`src/rtl/bn_param_feeder.sv`:
```
// ============================================================================
// Module   : bn_param_feeder
// Purpose  : Loads per-channel BN (a, b) pairs. It then feeds them to the
//            BN unit, with param_a and param_b registered one stage apart.
// Revision : 1.0
// ============================================================================
`default_nettype none

module bn_param_feeder #(
    parameter  int BN_DATA_WIDTH = 16,
    parameter  int CH_DEPTH      = 64,
    localparam int CH_AW         = $clog2(CH_DEPTH)
) (
    input  logic                     clk,
    input  logic                     rst_n,
    input  logic                     cfg_start,
    input  logic [CH_AW:0]           cfg_num_ch,
    input  logic                     ld_valid,
    output logic                     ld_ready,
    input  logic [BN_DATA_WIDTH-1:0] ld_a,
    input  logic [BN_DATA_WIDTH-1:0] ld_b,
    input  logic                     req_valid,
    output logic [BN_DATA_WIDTH-1:0] param_a,
    output logic [BN_DATA_WIDTH-1:0] param_b,
    output logic                     loaded,
    output logic                     ch_wrap,
    output logic                     req_drop
);

    localparam logic [1:0]       S_IDLE    = 2'd0;
    localparam logic [1:0]       S_LOAD    = 2'd1;
    localparam logic [1:0]       S_SERVE   = 2'd2;
    localparam logic [CH_AW:0]   c_ONE     = (CH_AW+1)'(1);
    localparam logic [CH_AW:0]   c_MAX_CH  = (CH_AW+1)'(CH_DEPTH);
    localparam logic [CH_AW-1:0] c_PTR_ONE = CH_AW'(1);

    logic [1:0]                   r_state;
    logic [CH_AW:0]               r_num_ch;
    logic [CH_AW-1:0]             r_wr_ptr;
    logic [CH_AW-1:0]             r_rd_ch;
    logic                         r_ch_wrap;
    logic                         r_req_drop;
    logic [BN_DATA_WIDTH-1:0]     r_param_a;
    logic [BN_DATA_WIDTH-1:0]     r_b_stage;
    logic [BN_DATA_WIDTH-1:0]     r_param_b;
    logic                         r_b_vld;
    logic [2*BN_DATA_WIDTH-1:0]   r_mem [CH_DEPTH];

    logic w_cfg_legal;
    logic w_restart;
    logic w_ld_fire;
    logic w_serve;
    logic w_last_wr;
    logic w_last_rd;

    assign w_cfg_legal = cfg_start && (cfg_num_ch != '0) && (cfg_num_ch <= c_MAX_CH);
    assign w_restart   = w_cfg_legal && (r_state != S_LOAD);
    assign w_ld_fire   = ld_valid && (r_state == S_LOAD);
    assign w_serve     = req_valid && (r_state == S_SERVE);
    assign w_last_wr   = ({1'b0, r_wr_ptr} == (r_num_ch - c_ONE));
    assign w_last_rd   = ({1'b0, r_rd_ch} == (r_num_ch - c_ONE));

    // Handshake-facing flags are gated so they read low during reset immediately.
    assign ld_ready = rst_n && (r_state == S_LOAD);
    assign loaded   = rst_n && (r_state == S_SERVE);
    assign ch_wrap  = rst_n && r_ch_wrap;
    assign req_drop = rst_n && r_req_drop;
    assign param_a  = r_param_a;
    assign param_b  = r_param_b;

    always_ff @(posedge clk) begin
        if (!rst_n) begin
            r_state    <= S_IDLE;
            r_num_ch   <= '0;
            r_wr_ptr   <= '0;
            r_rd_ch    <= '0;
            r_ch_wrap  <= 1'b0;
            r_req_drop <= 1'b0;
        end else begin
            case (r_state)
                S_IDLE, S_SERVE: if (w_restart) r_state <= S_LOAD;
                S_LOAD:          if (w_ld_fire && w_last_wr) r_state <= S_SERVE;
                default:         r_state <= S_IDLE;
            endcase

            // A restart takes precedence over the read pointer advance of a
            // request served in the same cycle.
            if (w_restart) begin
                r_num_ch <= cfg_num_ch;
                r_wr_ptr <= '0;
                r_rd_ch  <= '0;
            end else begin
                if (w_ld_fire) r_wr_ptr <= r_wr_ptr + c_PTR_ONE;
                if (w_serve)   r_rd_ch  <= w_last_rd ? '0 : r_rd_ch + c_PTR_ONE;
            end

            r_ch_wrap  <= w_serve && w_last_rd;
            r_req_drop <= req_valid && (r_state != S_SERVE);
        end
    end

    always_ff @(posedge clk) begin
        if (w_ld_fire) r_mem[r_wr_ptr] <= {ld_a, ld_b};
    end

    // The read port register is param_a itself; b takes one extra stage.
    always_ff @(posedge clk) begin
        if (!rst_n) begin
            r_param_a <= '0;
            r_b_stage <= '0;
            r_param_b <= '0;
            r_b_vld   <= 1'b0;
        end else begin
            r_b_vld <= w_serve;
            if (w_serve) {r_param_a, r_b_stage} <= r_mem[r_rd_ch];
            if (r_b_vld) r_param_b <= r_b_stage;
        end
    end

endmodule

`default_nettype wire

```
`config.mk`:
```
export PLATFORM = sky130hd
export DESIGN_NAME = bn_param_feeder
export DESIGN_NICKNAME = d
export VERILOG_FILES = /design/src/rtl/bn_param_feeder.sv
export SDC_FILE = /design/constraint.sdc
export NUM_CORES = 2
export LEC_CHECK = 0
export CAP_MARGIN = 20
export CORE_UTILIZATION = 45
export DETAILED_ROUTE_END_ITERATION = 16
export GPL_TIMING_DRIVEN = 0
export MAX_ROUTING_LAYER = met4
export PLACE_DENSITY = 0.65
export SLEW_MARGIN = 20
export SYNTH_ARGS = -nofsm -noshare
export SYNTH_HDL_FRONTEND = slang
export SYNTH_SLANG_ARGS = --single-unit
export TNS_END_PERCENT = 50
```
`constraint.sdc`:
```
create_clock -name clk -period 7.5 [get_ports clk]
set_input_delay 1.5 -clock clk [delete_from_list [all_inputs] [get_ports clk]]
set_output_delay 1.5 -clock clk [all_outputs]
set_load 0.1 [all_outputs]
```
# After elaboration in Yosys (flattened, before gate mapping)
# Memory sizes are Yosys's and may differ from the RTL's. A register that Yosys moved wholly into a read port is not among the register bits.
# Cells that the tools add are included.
# totals
register_bits,40
wordCells,46
in_bits,44
ramBits,2048
n_memories,1
# classes
eq_ne,8
magnitude_cmp,1
addsub,3
muxes,6
n_bitwise,1
n_reduce_logical,18
# mem_list
memory,words,word_bits,rd,rd_ports_with_merged_regs,wr,line,source
r_mem,64,32,1,1,1,47,logic [2*BN_DATA_WIDTH-1:0] r_mem [CH_DEPTH];
# ops
cell,count
$eq A6 B7 Y1,2
$add A6 B1 Y6 const B,2
$logic_and A1 B1 Y1,12
$le A7 B7 Y1 const B,1
$reduce_bool A7 Y1,1
$sub A7 B1 Y7 const B,1
$mux W6,1
$mux W2,2
$ne A2 B1 Y1 const B,2
$ne A2 B2 Y1 const B,2
$pmux W2 S2,1
$reduce_or A2 Y1,2
$eq A2 B1 Y1 const B,1
$eq A2 B2 Y1 const B,1
$logic_not A2 Y1,1
$mux W1,2
$reduce_and A2 Y1,1
$logic_not A1 Y1,1
$not A1 Y1,1

# Logic depth before layout (Yosys ltp)
# logic_depth
depth_word,6
ltp_mapped,10
ltp_nobuf,7

# Least setup slack after synthesis
# Ideal clock, no wire load.
# synth_path
kind,input -> register
startpoint,input port ld_valid
endpoint,memory r_mem[23][0] (netlist bit) (enable)
path_buffers,1
t_arrival_ns,5.744
cell_stages,4
required_ns,6.987
path_slack_ns,1.242
cell_sequence,and3b_1 -> clkbuf_1 -> nand4_1 -> nor4b_1
# synth_between
elab_chain_cells,3
# synth_rtl
item,line,source
"start, declared",18,"input logic ld_valid,"
$logic_and A1 B1 Y1,58,assign w_ld_fire = ld_valid && (r_state == S_LOAD);
$mux W1,103,"if (w_ld_fire) r_mem[r_wr_ptr] <= {ld_a, ld_b};"
$mux W1 (implied by the code),103,
"end, declared",47,
# Every way passes these cells.

# Final worst setup path
# layout_path
startpoint,input port rst_n
endpoint,output port ld_ready
# layout_between
elab_chain_cells,1
# layout_rtl
item,line,source
"start, declared",15,"input logic rst_n,"
$logic_and A1 B1 Y1,64,assign ld_ready = rst_n && (r_state == S_LOAD);
"end, declared",19,"output logic ld_ready,"
# Every way passes these cells.

==> out/metrics.yaml <==
timing:
  fin_crit_ns: 5.68
  rsz0062_at_grt: "no"
  final_hold_viol_count: 0
  final_max_slew_viol_count: 0
  tightest_slew_ns: 1.27
  maxSlewHeadroom_pct: 15.5
  tns_ns: 0
  setup_ws_ns: 1.82
  clock.fmax_ghz: 0.176
  fin_crit_sh_pct: 75.8
  skew_ns: 0.0452
  setup_viol: 0
logic_synthesis:
  synth_cell_types: 73
  async_flop_share_pct: 0
  synth_cells: 3837
  synthesis.nets: 3884
  syn-cell-area_um2: 81700
  synth_flop_cell: "edfxtp_1"
  synth_seq_cells: 2120
  synth-seq-area-share_pct: 77.0
  synth_edf_count: 2048
  avgSynthCellArea_um2: 21.3
  ys_warn_count: 0
pwr:
  powerDensity_nw_per_um2: 246
  p_leak_nw: 29.5
  p_int_w: 0.0189
  seqPwrFrac_pct: 54.8
  p_switching_w: 0.00476
  combPwrFrac_pct: 1.4
  clkPwrFrac_pct: 43.8
  max-vdd-ir-drop_uv: 289
  swShare_pct: 20.1
global_route:
  grt_max_degree: 65
  gr-total-overflow: 0
  grt_pass1_wl_mm: 379
  grt_pass1_vias: 43500
  grt.total_usage_pct: 31.9
  antenna_found_initial: 8
die:
  start_util_pct: 45.3
  rows: 156
  coreArea_um2: 181000
  dieArea_um2: 183000
  die_h_um: 428
  pin_count: 80
  fp.dieW_um: 428
setup_path:
  path_max_fanout: 10
  cp.arrival_ns: 4.18
  critPathKind: "in2out"
  crit_top_cell: "clkdlybuf4s50_1"
  max_stage_delay_ns: 1.14
  endpoint_kind: "output port"
  required_ns: 6.00
  worstSetupStartpointType: "input port"
  critical_path.slowest_cell: "clkdlybuf4s50_1"
  path_cells: "clkdlybuf4s50_1, clkbuf_1, and2_1, clkdlybuf4s50_1"
  reg2reg_depth: 8
cts:
  clk_pin_slew_ns: 0.06
  insertion_delay_ns: 0.88
  cts_root_buf: "clkbuf_16"
  htree_levels: 4
  cts_made_buffers: 206
  cts.path.max_buffers: 3
  cts_tree: "yes"
  ctsHoldBuffers: 0
  cts.repair.resized: 0
  postCtsSetupRepairBufs: 0
  cts_sinks: 2120
flow_run:
  drv_cap: 0
detailed_routing:
  drtAntennaViolNets: 0
  drtIter0Drc: 8473
  viasPerCell: 6.65
  wirelength_mm: 285
  vias: 45600
  wl_per_cell_um: 41.6
  drtPass1Iterations: 8
  drcViolationCount: 0
placed_design:
  placed_area_um2: 89600
  io_buffers: 79
  hpwl_mm: 197
  pre_cts_ws_ns: 1.82
  gp_congestion: 0.942
cells_and_area:
  fin_area_um2: 96300
  post-route-util_pct: 53.3
  area_growth_pct: 17.8
  fillers: 13500
  drive_gt1_share_pct: 27.2
  fin_nets: 4361
worst_hold_path:
  hold_class: "reg2reg"
  hold_depth: 2
status:
  outcome: "finished, final reports clean"
-- power groups by stage --
stage / registers [W] / clock network [W] / logic, W
floorplan: 0.0132 / 0 / 0.0000601
global placement: 0.0133 / 0 / 0.000279
detailed placement: 0.0132 / 0 / 0.000327
CTS: 0.0130 / 0.0104 / 0.000327
global route: 0.0130 / 0.0108 / 0.000346
finish: 0.0130 / 0.0104 / 0.000335
-- cells by family (layout without fill, tap and decap cells) --
| group | Yosys count | in the layout | synth area share [%] |
|---|---|---|---|
| flip-flops | 2120 | 2120 | 77.0 |
| AND/OR/NAND/NOR | 364 | 364 | 2.17 |
| multiplexers | 778 | 778 | 15.9 |
| XOR/XNOR | 24 | 24 | 0.343 |
| adder cells (fa/ha/maj) | 3 | 3 | 0.0459 |
| buffers and inverters | 229 | 870 | 1.56 |
| AO/OA/AOI/OAI | 319 | 319 | 3.01 |
| other | 0 | 7 | 0 |
-- metal layers --
layer  share of wire, %  up-vias  global-route usage, %
met5                  0        -                      -
met4                7.7        0                   19.7
met3                 13      927                   8.57
met2                 44     3907                   46.0
met1                 35    23700                   40.3
li1                   -    17000                      -
-- final cells by class --
type | count | area [um2] | area share, %
diodes | 7 | 17.5 | 0.0182
plain buffers | 221 | 1270 | 1.32
clock buffers | 271 | 5620 | 5.84
clock inverters | 101 | 1030 | 1.07
inverters | 8 | 30.0 | 0.0312
multi-input cells | 1488 | 18000 | 18.7
flip-flops and latches | 2120 | 62900 | 65.4
well taps | 2370 | 2970 | 3.08
repair buffers | 269 | 4390 | 4.56
-- synthesized netlist by cell type (18+ instances only) --
master / count / area [um2]
mux2i_1: 295 / 2950
a22oi_1: 43 / 323
mux4_2: 402 / 9050
a211o_1: 18 / 158
dfxtp_1: 72 / 1440
o22ai_1: 29 / 181
a221oi_1: 46 / 403
o221ai_1: 23 / 201
nor2_1: 119 / 447
buf_2: 66 / 330
buf_4: 49 / 368
nand3_1: 40 / 200
o211ai_1: 33 / 248
mux2_2: 74 / 833
nor2b_1: 35 / 219
edfxtp_1: 2048 / 61500
nand2_1: 96 / 360
clkbuf_1: 84 / 315
-- worst max-delay path, delay by kind of cell --
family / cells / cell delay, ns
buffers and inverters: 3 / 2.43
AND/OR/NAND/NOR: 1 / 0.26
-- layout by cell type (no fill, tap or decap), types with 44 or more instances in the layout --
cell,n
nand2_1,96
clkbuf_16,210
a221oi_1,46
buf_16,57
buf_2,105
mux2_2,74
buf_12,94
buf_4,77
nor2_4,61
nor2_1,56
mux4_2,402
edfxtp_1,2048
clkinv_1,44
dfxtp_1,72
clkbuf_1,110
clkdlybuf4s50_1,47
mux2i_1,295
-- stage by stage --
stage	cells	power [W]	hold slack, ns
after global placement	6286	0.0135	0.501
after CTS	6848	0.0237	0.526
after detailed placement	6476	0.0136	0.510
after floorplan	3837	0.0133	0.425
final	6855	0.0237	0.522
after global routing	6852	0.0241	0.545
-- flip-flops by register name, indices dropped and copies added, names as in the netlist --
register and cells:
r_state 2, r_b_vld 1, param_a 16, r_wr_ptr 6, r_ch_wrap 1, r_num_ch 7
param_b 16, r_b_stage 16, r_req_drop 1, r_mem 2048, r_rd_ch 6
-- worst paths after layout --
path	startpoint	slack, ns	end
worst max register to register	r_rd_ch[2]	2.80	param_a[6]
worst min-delay path	param_b[7]	0.52	param_b[7]
worst max-delay path	rst_n	1.82	ld_ready
worst min register to register	param_b[7]	0.52	param_b[7]
(Power assumes the default switching activity.)
